--- src/rtl/regfile_sequencer.sv ---
// Command-driven initiator for the 8x16 register file: sequences LOADI/MOV/SWAP/READ
// into regfile read/write port activity and returns READ results over a valid/ready channel.
module regfile_sequencer #(
  parameter int unsigned DATA_W = 16,
  parameter int unsigned ADDR_W = 3
) (
  input  logic              clk,
  input  logic              rst_n,
  input  logic              cmd_valid,
  output logic              cmd_ready,
  input  logic [1:0]        cmd_op,
  input  logic [ADDR_W-1:0] cmd_rd,
  input  logic [ADDR_W-1:0] cmd_rs,
  input  logic [DATA_W-1:0] cmd_imm,
  output logic              rsp_valid,
  input  logic              rsp_ready,
  output logic [DATA_W-1:0] rsp_data,
  output logic              done,
  output logic [DATA_W-1:0] rf_data_in,
  output logic [ADDR_W-1:0] rf_writenum,
  output logic              rf_write,
  output logic [ADDR_W-1:0] rf_readnum,
  input  logic [DATA_W-1:0] rf_data_out
);

  localparam logic [1:0] OP_LOADI = 2'b00;
  localparam logic [1:0] OP_MOV   = 2'b01;
  localparam logic [1:0] OP_SWAP  = 2'b10;
  localparam logic [1:0] OP_READ  = 2'b11;

  typedef enum logic [2:0] {IDLE, RD_S, RD_D, WR_A, WR_B, RESP} state_e;

  state_e              state_q, state_d;
  logic [1:0]          op_q, op_d;
  logic [ADDR_W-1:0]   rd_q, rd_d, rs_q, rs_d;
  logic [DATA_W-1:0]   imm_q, imm_d, tmp_a_q, tmp_a_d, tmp_b_q, tmp_b_d;
  logic                rsp_valid_q, rsp_valid_d, done_q, done_d, rf_write_q, rf_write_d;
  logic [DATA_W-1:0]   rsp_data_q, rsp_data_d, rf_data_in_q, rf_data_in_d;
  logic [ADDR_W-1:0]   rf_writenum_q, rf_writenum_d, rf_readnum_q, rf_readnum_d;
  logic                accept;

  assign cmd_ready   = (state_q == IDLE) & rst_n;
  assign accept      = cmd_valid & cmd_ready;
  assign rsp_valid   = rsp_valid_q;
  assign rsp_data    = rsp_data_q;
  assign done        = done_q;
  assign rf_data_in  = rf_data_in_q;
  assign rf_writenum = rf_writenum_q;
  assign rf_write    = rf_write_q;
  assign rf_readnum  = rf_readnum_q;

  // Next state plus port values for the state being entered, so every port is a flop.
  always_comb begin
    state_d       = state_q;
    op_d          = op_q;
    rd_d          = rd_q;
    rs_d          = rs_q;
    imm_d         = imm_q;
    tmp_a_d       = tmp_a_q;
    tmp_b_d       = tmp_b_q;
    done_d        = 1'b0;
    rsp_data_d    = rsp_data_q;
    rf_data_in_d  = rf_data_in_q;
    rf_writenum_d = rf_writenum_q;

    case (state_q)
      IDLE: begin
        if (accept) begin
          op_d    = cmd_op;
          rd_d    = cmd_rd;
          rs_d    = cmd_rs;
          imm_d   = cmd_imm;
          state_d = (cmd_op == OP_LOADI) ? WR_A : RD_S;
        end
      end
      RD_S: begin
        tmp_a_d = rf_data_out;
        case (op_q)
          OP_MOV:  state_d = WR_A;
          OP_SWAP: state_d = RD_D;
          OP_READ: state_d = RESP;
          default: state_d = IDLE;
        endcase
      end
      RD_D: begin
        tmp_b_d = rf_data_out;
        state_d = WR_A;
      end
      WR_A: begin
        if (op_q == OP_SWAP) begin
          state_d = WR_B;
        end else begin
          state_d = IDLE;
          done_d  = 1'b1;
        end
      end
      WR_B: begin
        state_d = IDLE;
        done_d  = 1'b1;
      end
      RESP: begin
        if (rsp_ready) begin
          state_d = IDLE;
          done_d  = 1'b1;
        end
      end
      default: state_d = IDLE;
    endcase

    rf_write_d   = (state_d == WR_A) || (state_d == WR_B);
    rsp_valid_d  = (state_d == RESP);
    rf_readnum_d = (state_d == RD_D) ? rd_d : rs_d;
    if (state_d == WR_A) begin
      rf_writenum_d = rd_d;
      rf_data_in_d  = (op_d == OP_LOADI) ? imm_d : tmp_a_d;
    end else if (state_d == WR_B) begin
      rf_writenum_d = rs_d;
      rf_data_in_d  = tmp_b_d;
    end
    if (state_d == RESP) rsp_data_d = tmp_a_d;
  end

  always_ff @(posedge clk or negedge rst_n) begin
    if (!rst_n) begin
      state_q       <= IDLE;
      op_q          <= 2'b00;
      rd_q          <= '0;
      rs_q          <= '0;
      imm_q         <= '0;
      tmp_a_q       <= '0;
      tmp_b_q       <= '0;
      rsp_valid_q   <= 1'b0;
      rsp_data_q    <= '0;
      done_q        <= 1'b0;
      rf_write_q    <= 1'b0;
      rf_writenum_q <= '0;
      rf_readnum_q  <= '0;
      rf_data_in_q  <= '0;
    end else begin
      state_q       <= state_d;
      op_q          <= op_d;
      rd_q          <= rd_d;
      rs_q          <= rs_d;
      imm_q         <= imm_d;
      tmp_a_q       <= tmp_a_d;
      tmp_b_q       <= tmp_b_d;
      rsp_valid_q   <= rsp_valid_d;
      rsp_data_q    <= rsp_data_d;
      done_q        <= done_d;
      rf_write_q    <= rf_write_d;
      rf_writenum_q <= rf_writenum_d;
      rf_readnum_q  <= rf_readnum_d;
      rf_data_in_q  <= rf_data_in_d;
    end
  end

endmodule

--- config.mk ---
export PLATFORM = sky130hd
export DESIGN_NAME = regfile_sequencer
export DESIGN_NICKNAME = d
export VERILOG_FILES = /design/src/rtl/regfile_sequencer.sv
export SDC_FILE = /design/constraint.sdc
export NUM_CORES = 1
export LEC_CHECK = 0
export ABC_AREA = 1
export BUFFER_PORTS_ARGS = -buffer_cell sky130_fd_sc_hd__buf_2
export CORE_MARGIN = 3
export CORE_UTILIZATION = 45
export DETAILED_ROUTE_END_ITERATION = 12
export GPL_TIMING_DRIVEN = 0
export HOLD_SLACK_MARGIN = 0.05
export PLACE_DENSITY = 0.65
export SYNTH_ARGS = -nofsm -noshare
export SYNTH_HDL_FRONTEND = slang
export SYNTH_SLANG_ARGS = --single-unit
export TNS_END_PERCENT = 1
--- constraint.sdc ---
create_clock -name clk -period 1.8 [get_ports clk]
set_input_delay 0.09 -clock clk [delete_from_list [all_inputs] [get_ports clk]]
set_output_delay 0.09 -clock clk [all_outputs]
set_load 0.05 [all_outputs]
==> results.json, run 1 <==
{
  "hold_violation_total_from_the_final_report": 0,
  "final_critical_path_setup_slack_ns": -0.1332,
  "whs_path_depth": 5,
  "worst-slew-pin-transition_ns": 0.4188,
  "report.final.slew_viol_count": 0,
  "via_count_of_the_first_global_routing_pass": 3696,
  "critical_path.startpoint_type": "flop",
  "worst-setup-path-type": "flop to flop",
  "grt_use_total_pct": 20.46,
  "status": "finished with violations",
  "floorplan.die.width_um": 108.5,
  "grt-ovfl-total": 0,
  "leakagePower_nw": 3.271,
  "cp-end-kind": "flop",
  "setup_tns_ns": -3.095,
  "violations": "negative setup slack",
  "reg_to_reg_startpoint": "state_q[0]",
  "fillers": 866,
  "count_of_endpoints_failing_setup_in_the_final_report": 38,
  "r2r.worst_path.cells": 11,
  "finish.net_count": 743,
  "cts.sink_count": 100,
  "drt_wl_total_mm": 12.06,
  "grt_max_degree": 54,
  "site_rows": 36,
  "worstHoldEndpoint": "op_q[0]",
  "critPathArrivalTime_ns": 2.19,
  "via_per_inst": 4.707,
  "timing.hold.ws_ns": 0.2705,
  "floorplan.io_pins": 86,
  "post_synth_inst_count": 533,
  "drv_cap": 0,
  "multi_input_area_mm2": 0.001918,
  "drc_errors_left": 0,
  "htree_levels": 3,
  "synth_area_mm2": 0.004726,
  "slew_headroom_pct": 71.79,
  "min_period_over_period_pct": 107.4,
  "worst_skew_pair.late_latency_ns": 0.37,
  "die_height_um": 108.5,
  "dpl.cell_count": 752,
  "total_power_mw": 13.11,
  "place.port_buffers": 85,
  "wire_length_of_the_first_global_routing_pass_mm": 18.89,
  "area_growth_pct": 34.42,
  "skew_ns": 0.01501,
  "sequential_element_share_of_the_synthesized_area_pct": 52.95,
  "fmax_mhz": 517.3,
  "die_area_mm2": 0.01177,
  "hold_path.class": "input pin to flop",
  "drive_gt1_share_pct": 33.00,
  "regArea_mm2": 0.002505,
  "drtPass1Iterations": 6,
  "clock-root-buffer": "sky130_fd_sc_hd__clkbuf_8",
  "rsz_0062_raised_after_global_routing": "yes",
  "route.detailed.wl_per_inst_um": 14.47,
  "worst-r2r-setup-slack_ns": -0.13,
  "dp_worst_setup_slack_ns": -0.4777,
  "cts_inserted_buffers": 9,
  "synth_fp_nets": 581,
  "diodes": 0,
  "cts-root-to-sink-buffers": 2,
  "finish.cell_count_without_fillers": 833,
  "num_vias": 3921,
  "yosysWarningCount": 0,
  "pwr_density_cell_mw_per_mm2": 2064,
  "drt.antenna.violating_nets": 0,
  "tritoncts": "built",
  "number_of_antenna_violations_at_the_first_check_in_global_routing": 0,
  "place.detailed.hpwl_mm": 8.182,
  "worst_ep_required_time_ns": 2.06,
  "crit-reg2reg-capture": "rf_data_in[6]",
  "max-vdd-ir-drop_v": 0.0009649,
  "holdCritStartpoint": "cmd_op[0]",
  "clkSlewWorstSetupHoldPaths_ns": 0.10,
  "timing.critical_path.fanout_max": 10,
  "final_common_cell": "sky130_fd_sc_hd__nand2_1",
  "syn_avg_cell_area_um2": 8.866,
  "gp_congestion": 0.8281,
  "post_synth_num_cell_types": 28,
  "placeableCoreArea_mm2": 0.01000,
  "initial_core_util_pct": 47.26,
  "synth-seq-cells": 100,
  "timing.final.crit_period_ns": 1.933,
  "detailedRoute.firstIterationViolations": 263,
  "most-common-layout-cells": "sky130_fd_sc_hd__nand2_1, sky130_fd_sc_hd__dfrtp_1, sky130_fd_sc_hd__buf_2"
}
## sequential cells by signal, summed over array words and instances, names as in the netlist
name and cells:
done 1, imm_q 16, op_q 2, rd_q 3, rf_data_in 16, rf_readnum 3
rf_write 1, rf_writenum 3, rs_q 3, rsp_data 16, rsp_valid 1, state_q 3
tmp_a_q 16, tmp_b_q 16
## where the power goes
group          switching [mW]  internal, mW
Combinational            5.27          2.63
Sequential              0.435          3.36
Clock                   0.851         0.567
Total                    6.55          6.56
## kinds of logic (layout without fill, tap and decap cells)
| family | Yosys count | count (layout) | share of synthesized area [%] |
|---|---|---|---|
| DFF | 100 | 100 | 52.95 |
| and+or+nand+nor | 294 | 294 | 29.68 |
| AOI/OAI and AO/OA | 56 | 56 | 7.625 |
| adders and majority gates | 4 | 4 | 1.059 |
| buffers and inverters | 79 | 246 | 8.684 |
## cells in the mapped netlist (all sizes together)
library cell	number	area, um2
nand3	47	295.3
ha	4	50.05
inv	58	222.7
nand4	6	37.54
buf	18	176.4
or2	21	131.4
a21oi	1	16.27
dfrtp	100	2502
o21ai	54	337.8
o22ai	1	6.260
clkbuf	3	11.26
nor2	16	123.9
nand2	202	793.3
nor3	2	21.27
## per-layer routing
| metal | routed length (um) | share of wire [%] | up-vias | GRT usage [%] |
|---|---|---|---|---|
| li1 | - | - | 1999 | - |
| met1 | 5828 | 48 | 1815 | 29.79 |
| met2 | 5535 | 46 | 94 | 32.08 |
| met3 | 526 | 4.4 | 13 | 2.567 |
| met4 | 164 | 1.4 | 0 | 6.222 |
| met5 | 0 | 0 | - | 0 |
## repair_timing
item | CTS | global route
setup buffers | 0 | 23
gates cloned | 0 | 1
pin swaps | 8 | 12
endpoints found under the setup margin | 39 | 39
resized for setup | 14 | 43
hold buffers | 39 | 2
hold endpoints to repair | 99 | 47
## worst max-delay path by stage
stage                endpoint  slack, ns  startpoint
2_1_floorplan     rsp_data[0]       0.03     op_q[0]
3_3_place_gp   rf_data_in[13]      -1.66       rst_n
5_1_grt         rf_data_in[8]      -0.23  state_q[0]
6_report        rf_data_in[6]      -0.13  state_q[0]
4_1_cts         rf_data_in[6]      -0.14  state_q[0]
3_5_place_dp    rf_data_in[9]      -0.48       rst_n
## area by class of cell
type,count,share of cell area [%]
Sequential cell,100,39.43
Multi-Input combinational cell,354,30.20
Timing Repair Buffer,151,17.45
Inverter,58,3.703
Buffer,21,3.604
Tap cell,133,2.620
Clock buffer,10,2.167
Clock inverter,6,0.8273
## per-stage QoR
step                util (%)  area (um2)
floorplan                  -        4726
global placement       53.18        5318
detailed placement     53.48        5348
global route           63.53        6352
CTS                    59.72        5972
finish                 63.53        6352
## critical path, stage by stage, from the launching register on
cell                      delay (ns)
sky130_fd_sc_hd__dfrtp_1        0.39
sky130_fd_sc_hd__buf_6          0.14
sky130_fd_sc_hd__nor2_4         0.18
sky130_fd_sc_hd__nand3_4        0.13
sky130_fd_sc_hd__buf_12         0.17
sky130_fd_sc_hd__o21ai_4        0.26
sky130_fd_sc_hd__nand2_4        0.11
sky130_fd_sc_hd__buf_6          0.16
sky130_fd_sc_hd__nand2_1        0.06
sky130_fd_sc_hd__nand3_1        0.08
sky130_fd_sc_hd__nand2_1        0.09
sky130_fd_sc_hd__nand2_1        0.05
Power figures use the tool's default switching activity.
==> inputs of run 2 (changes only) <==
--- a/config.mk
+++ b/config.mk
@@ -6,7 +6,7 @@
 export NUM_CORES = 1
 export LEC_CHECK = 0
 export ABC_AREA = 1
-export BUFFER_PORTS_ARGS = -buffer_cell sky130_fd_sc_hd__buf_2
+export BUFFER_PORTS_ARGS = -buffer_cell sky130_fd_sc_hd__clkbuf_2
 export CORE_MARGIN = 3
 export CORE_UTILIZATION = 45
 export DETAILED_ROUTE_END_ITERATION = 12
==> results.json, run 2 (synthesis gave the netlist of run 1 again) <==
{
  "power.share.clock_pct": 10.5,
  "cts_inserted_buffers": 9,
  "timing.critical_path.fanout_max": 6,
  "fillers": 839,
  "skew_ns": 0.01603,
  "place.detailed.hpwl_mm": 8.217,
  "placed_area_mm2": 0.005348,
  "detailedRoute.firstIterationViolations": 244,
  "dp_worst_setup_slack_ns": -0.5244,
  "via_count_of_the_first_global_routing_pass": 3979,
  "setup_tns_ns": -1.398,
  "clock-root-buffer": "sky130_fd_sc_hd__clkbuf_8",
  "diodes": 0,
  "drc_errors_left": 0,
  "final_common_cell": "sky130_fd_sc_hd__nand2_1",
  "power.sequential.fraction_pct": 28.6,
  "violations": "negative setup slack",
  "cp-end-kind": "flop",
  "cts.sink_count": 100,
  "p_switching_mw": 6.619,
  "postLayoutCellArea_mm2": 0.006457,
  "hold_path.class": "input pin to flop",
  "fmax_mhz": 526.1,
  "grt_use_total_pct": 21.10,
  "drt.antenna.violating_nets": 0,
  "timing.final.crit_period_ns": 1.901,
  "floorplan.die.width_um": 108.5,
  "max-vdd-ir-drop_v": 0.001049,
  "wire_length_of_the_first_global_routing_pass_mm": 19.38,
  "drtPass1Iterations": 5,
  "die_height_um": 108.5,
  "drv_cap": 0,
  "number_of_antenna_violations_at_the_first_check_in_global_routing": 0,
  "report.final.slew_viol_count": 0,
  "via_per_inst": 4.716,
  "worst_skew_pair.late_latency_ns": 0.37,
  "hold_violation_total_from_the_final_report": 0,
  "placeableCoreArea_mm2": 0.01000,
  "place.port_buffers": 85,
  "finish.net_count": 756,
  "power.internal_mw": 6.659,
  "critPathArrivalTime_ns": 2.20,
  "worst-slew-pin-transition_ns": 0.3945,
  "clkSlewWorstSetupHoldPaths_ns": 0.10,
  "pwr_density_cell_mw_per_mm2": 2056,
  "rsz_0062_raised_after_global_routing": "yes",
  "die_area_mm2": 0.01177,
  "route.detailed.wl_per_inst_um": 14.22,
  "leakagePower_nw": 3.331,
  "drive_gt1_share_pct": 35.48,
  "finish.cell_count_without_fillers": 846,
  "dpl.cell_count": 752,
  "slew_headroom_pct": 73.70,
  "cts-root-to-sink-buffers": 2,
  "worst_ep_required_time_ns": 2.10,
  "num_vias": 3990,
  "drt_wl_total_mm": 12.03,
  "tritoncts": "built",
  "most-common-layout-cells": "sky130_fd_sc_hd__nand2_1, sky130_fd_sc_hd__dfrtp_1, sky130_fd_sc_hd__clkbuf_2",
  "power.combinational.fraction_pct": 60.9,
  "htree_levels": 3,
  "grt_max_degree": 54,
  "area_growth_pct": 36.64,
  "site_rows": 36,
  "min_period_over_period_pct": 105.6,
  "initial_core_util_pct": 47.26,
  "grt-ovfl-total": 0,
  "gp_congestion": 0.8348,
  "final_critical_path_setup_slack_ns": -0.1009,
  "worst-setup-path-type": "flop to flop",
  "critical_path.startpoint_type": "flop",
  "finalCoreUtilization_pct": 64.58,
  "count_of_endpoints_failing_setup_in_the_final_report": 33,
  "power.share.switching_pct": 49.85,
  "status": "finished with violations",
  "floorplan.io_pins": 86
}
-- run 2: cell types whose count changed in the layout (fill, tap and decap cells not counted), moves of 3 or more --
cell	change
sky130_fd_sc_hd__buf_2	-85
sky130_fd_sc_hd__buf_4	+13
sky130_fd_sc_hd__buf_6	+5
sky130_fd_sc_hd__clkbuf_2	+84
sky130_fd_sc_hd__inv_6	-3
sky130_fd_sc_hd__inv_8	+3
sky130_fd_sc_hd__nand2_1	-6
sky130_fd_sc_hd__nand2_2	+6
sky130_fd_sc_hd__nor2_1	-3
sky130_fd_sc_hd__nor2_2	+3
sky130_fd_sc_hd__o21ai_1	+3
-- run 2: what timing repair did --
item / in CTS / in global routing
gates resized for setup: 26 / 47
pin swaps: 16 / 25
setup endpoints to repair: 39 / 39
buffers inserted: 22 / 11
hold buffers: 40 / 0
hold endpoints to repair: 130 / 0
cloned: 4 / 1
-- run 2: metrics by stage --
step	hold slack [ns]	power (mW)
6_report	0.09965	13.28
5_1_grt	0.09268	14.26
4_1_cts	0.07192	12.68
3_5_place_dp	0.1987	10.71
3_3_place_gp	0.3357	10.55
2_1_floorplan	-0.2056	9.059
-- run 2: final cells by class --
| cell class | count | area (um2) | share of cell area (%) |
|---|---|---|---|
| Buffer | 21 | 211.5 | 3.275 |
| Clock buffer | 9 | 123.9 | 1.918 |
| Clock inverter | 7 | 66.31 | 1.027 |
| Inverter | 58 | 232.7 | 3.604 |
| Multi-Input combinational cell | 354 | 1949 | 30.19 |
| Sequential cell | 100 | 2504 | 38.77 |
| Tap cell | 133 | 166.4 | 2.577 |
| Timing Repair Buffer | 164 | 1204 | 18.64 |
-- run 2: path summary, 6_finish.rpt --
path	startpoint	endpoint	slack, ns	cells after the start
worst min register to register	rf_data_in[12]	rf_data_in[12]	0.48	2
worst min-delay path	rsp_ready	done	0.1	3
min in group asynchronous	rst_n	rf_data_in[4]	0.27	3
max in group asynchronous	rst_n	rf_data_in[6]	1.01	4
worst max-delay path	op_q[0]	rf_data_in[6]	-0.10	10
worst max register to register	op_q[0]	rf_data_in[6]	-0.10	10
-- run 2: power by group through the flow --
stage	combinational (mW)	clock, mW	sequential, mW
after floorplan	3.75	0	5.31
after global placement	6.74	0	3.81
after detailed placement	6.88	0	3.83
after CTS	7.47	1.41	3.80
after global routing	8.84	1.51	3.91
final	8.09	1.39	3.80
-- run 2: per-layer routing --
metal  global-route usage (%)  up-vias  part of all wire, %
met1                    29.74     1837                   47
li1                         -     2023                    -
met4                    6.402        0                  1.8
met3                    2.866       19                  4.2
met5                        0        -                    0
met2                    34.07      111                   47
-- run 2: critical path, stage by stage, from the launching register on --
cell and delay, ns:
sky130_fd_sc_hd__dfrtp_1 0.43, sky130_fd_sc_hd__inv_2 0.11, sky130_fd_sc_hd__ha_2 0.20, sky130_fd_sc_hd__nand4_1 0.15
sky130_fd_sc_hd__buf_4 0.18, sky130_fd_sc_hd__nand3_4 0.12, sky130_fd_sc_hd__nand3_4 0.13, sky130_fd_sc_hd__buf_4 0.17
sky130_fd_sc_hd__o21ai_0 0.20, sky130_fd_sc_hd__nand2_2 0.08, sky130_fd_sc_hd__nand2_1 0.07
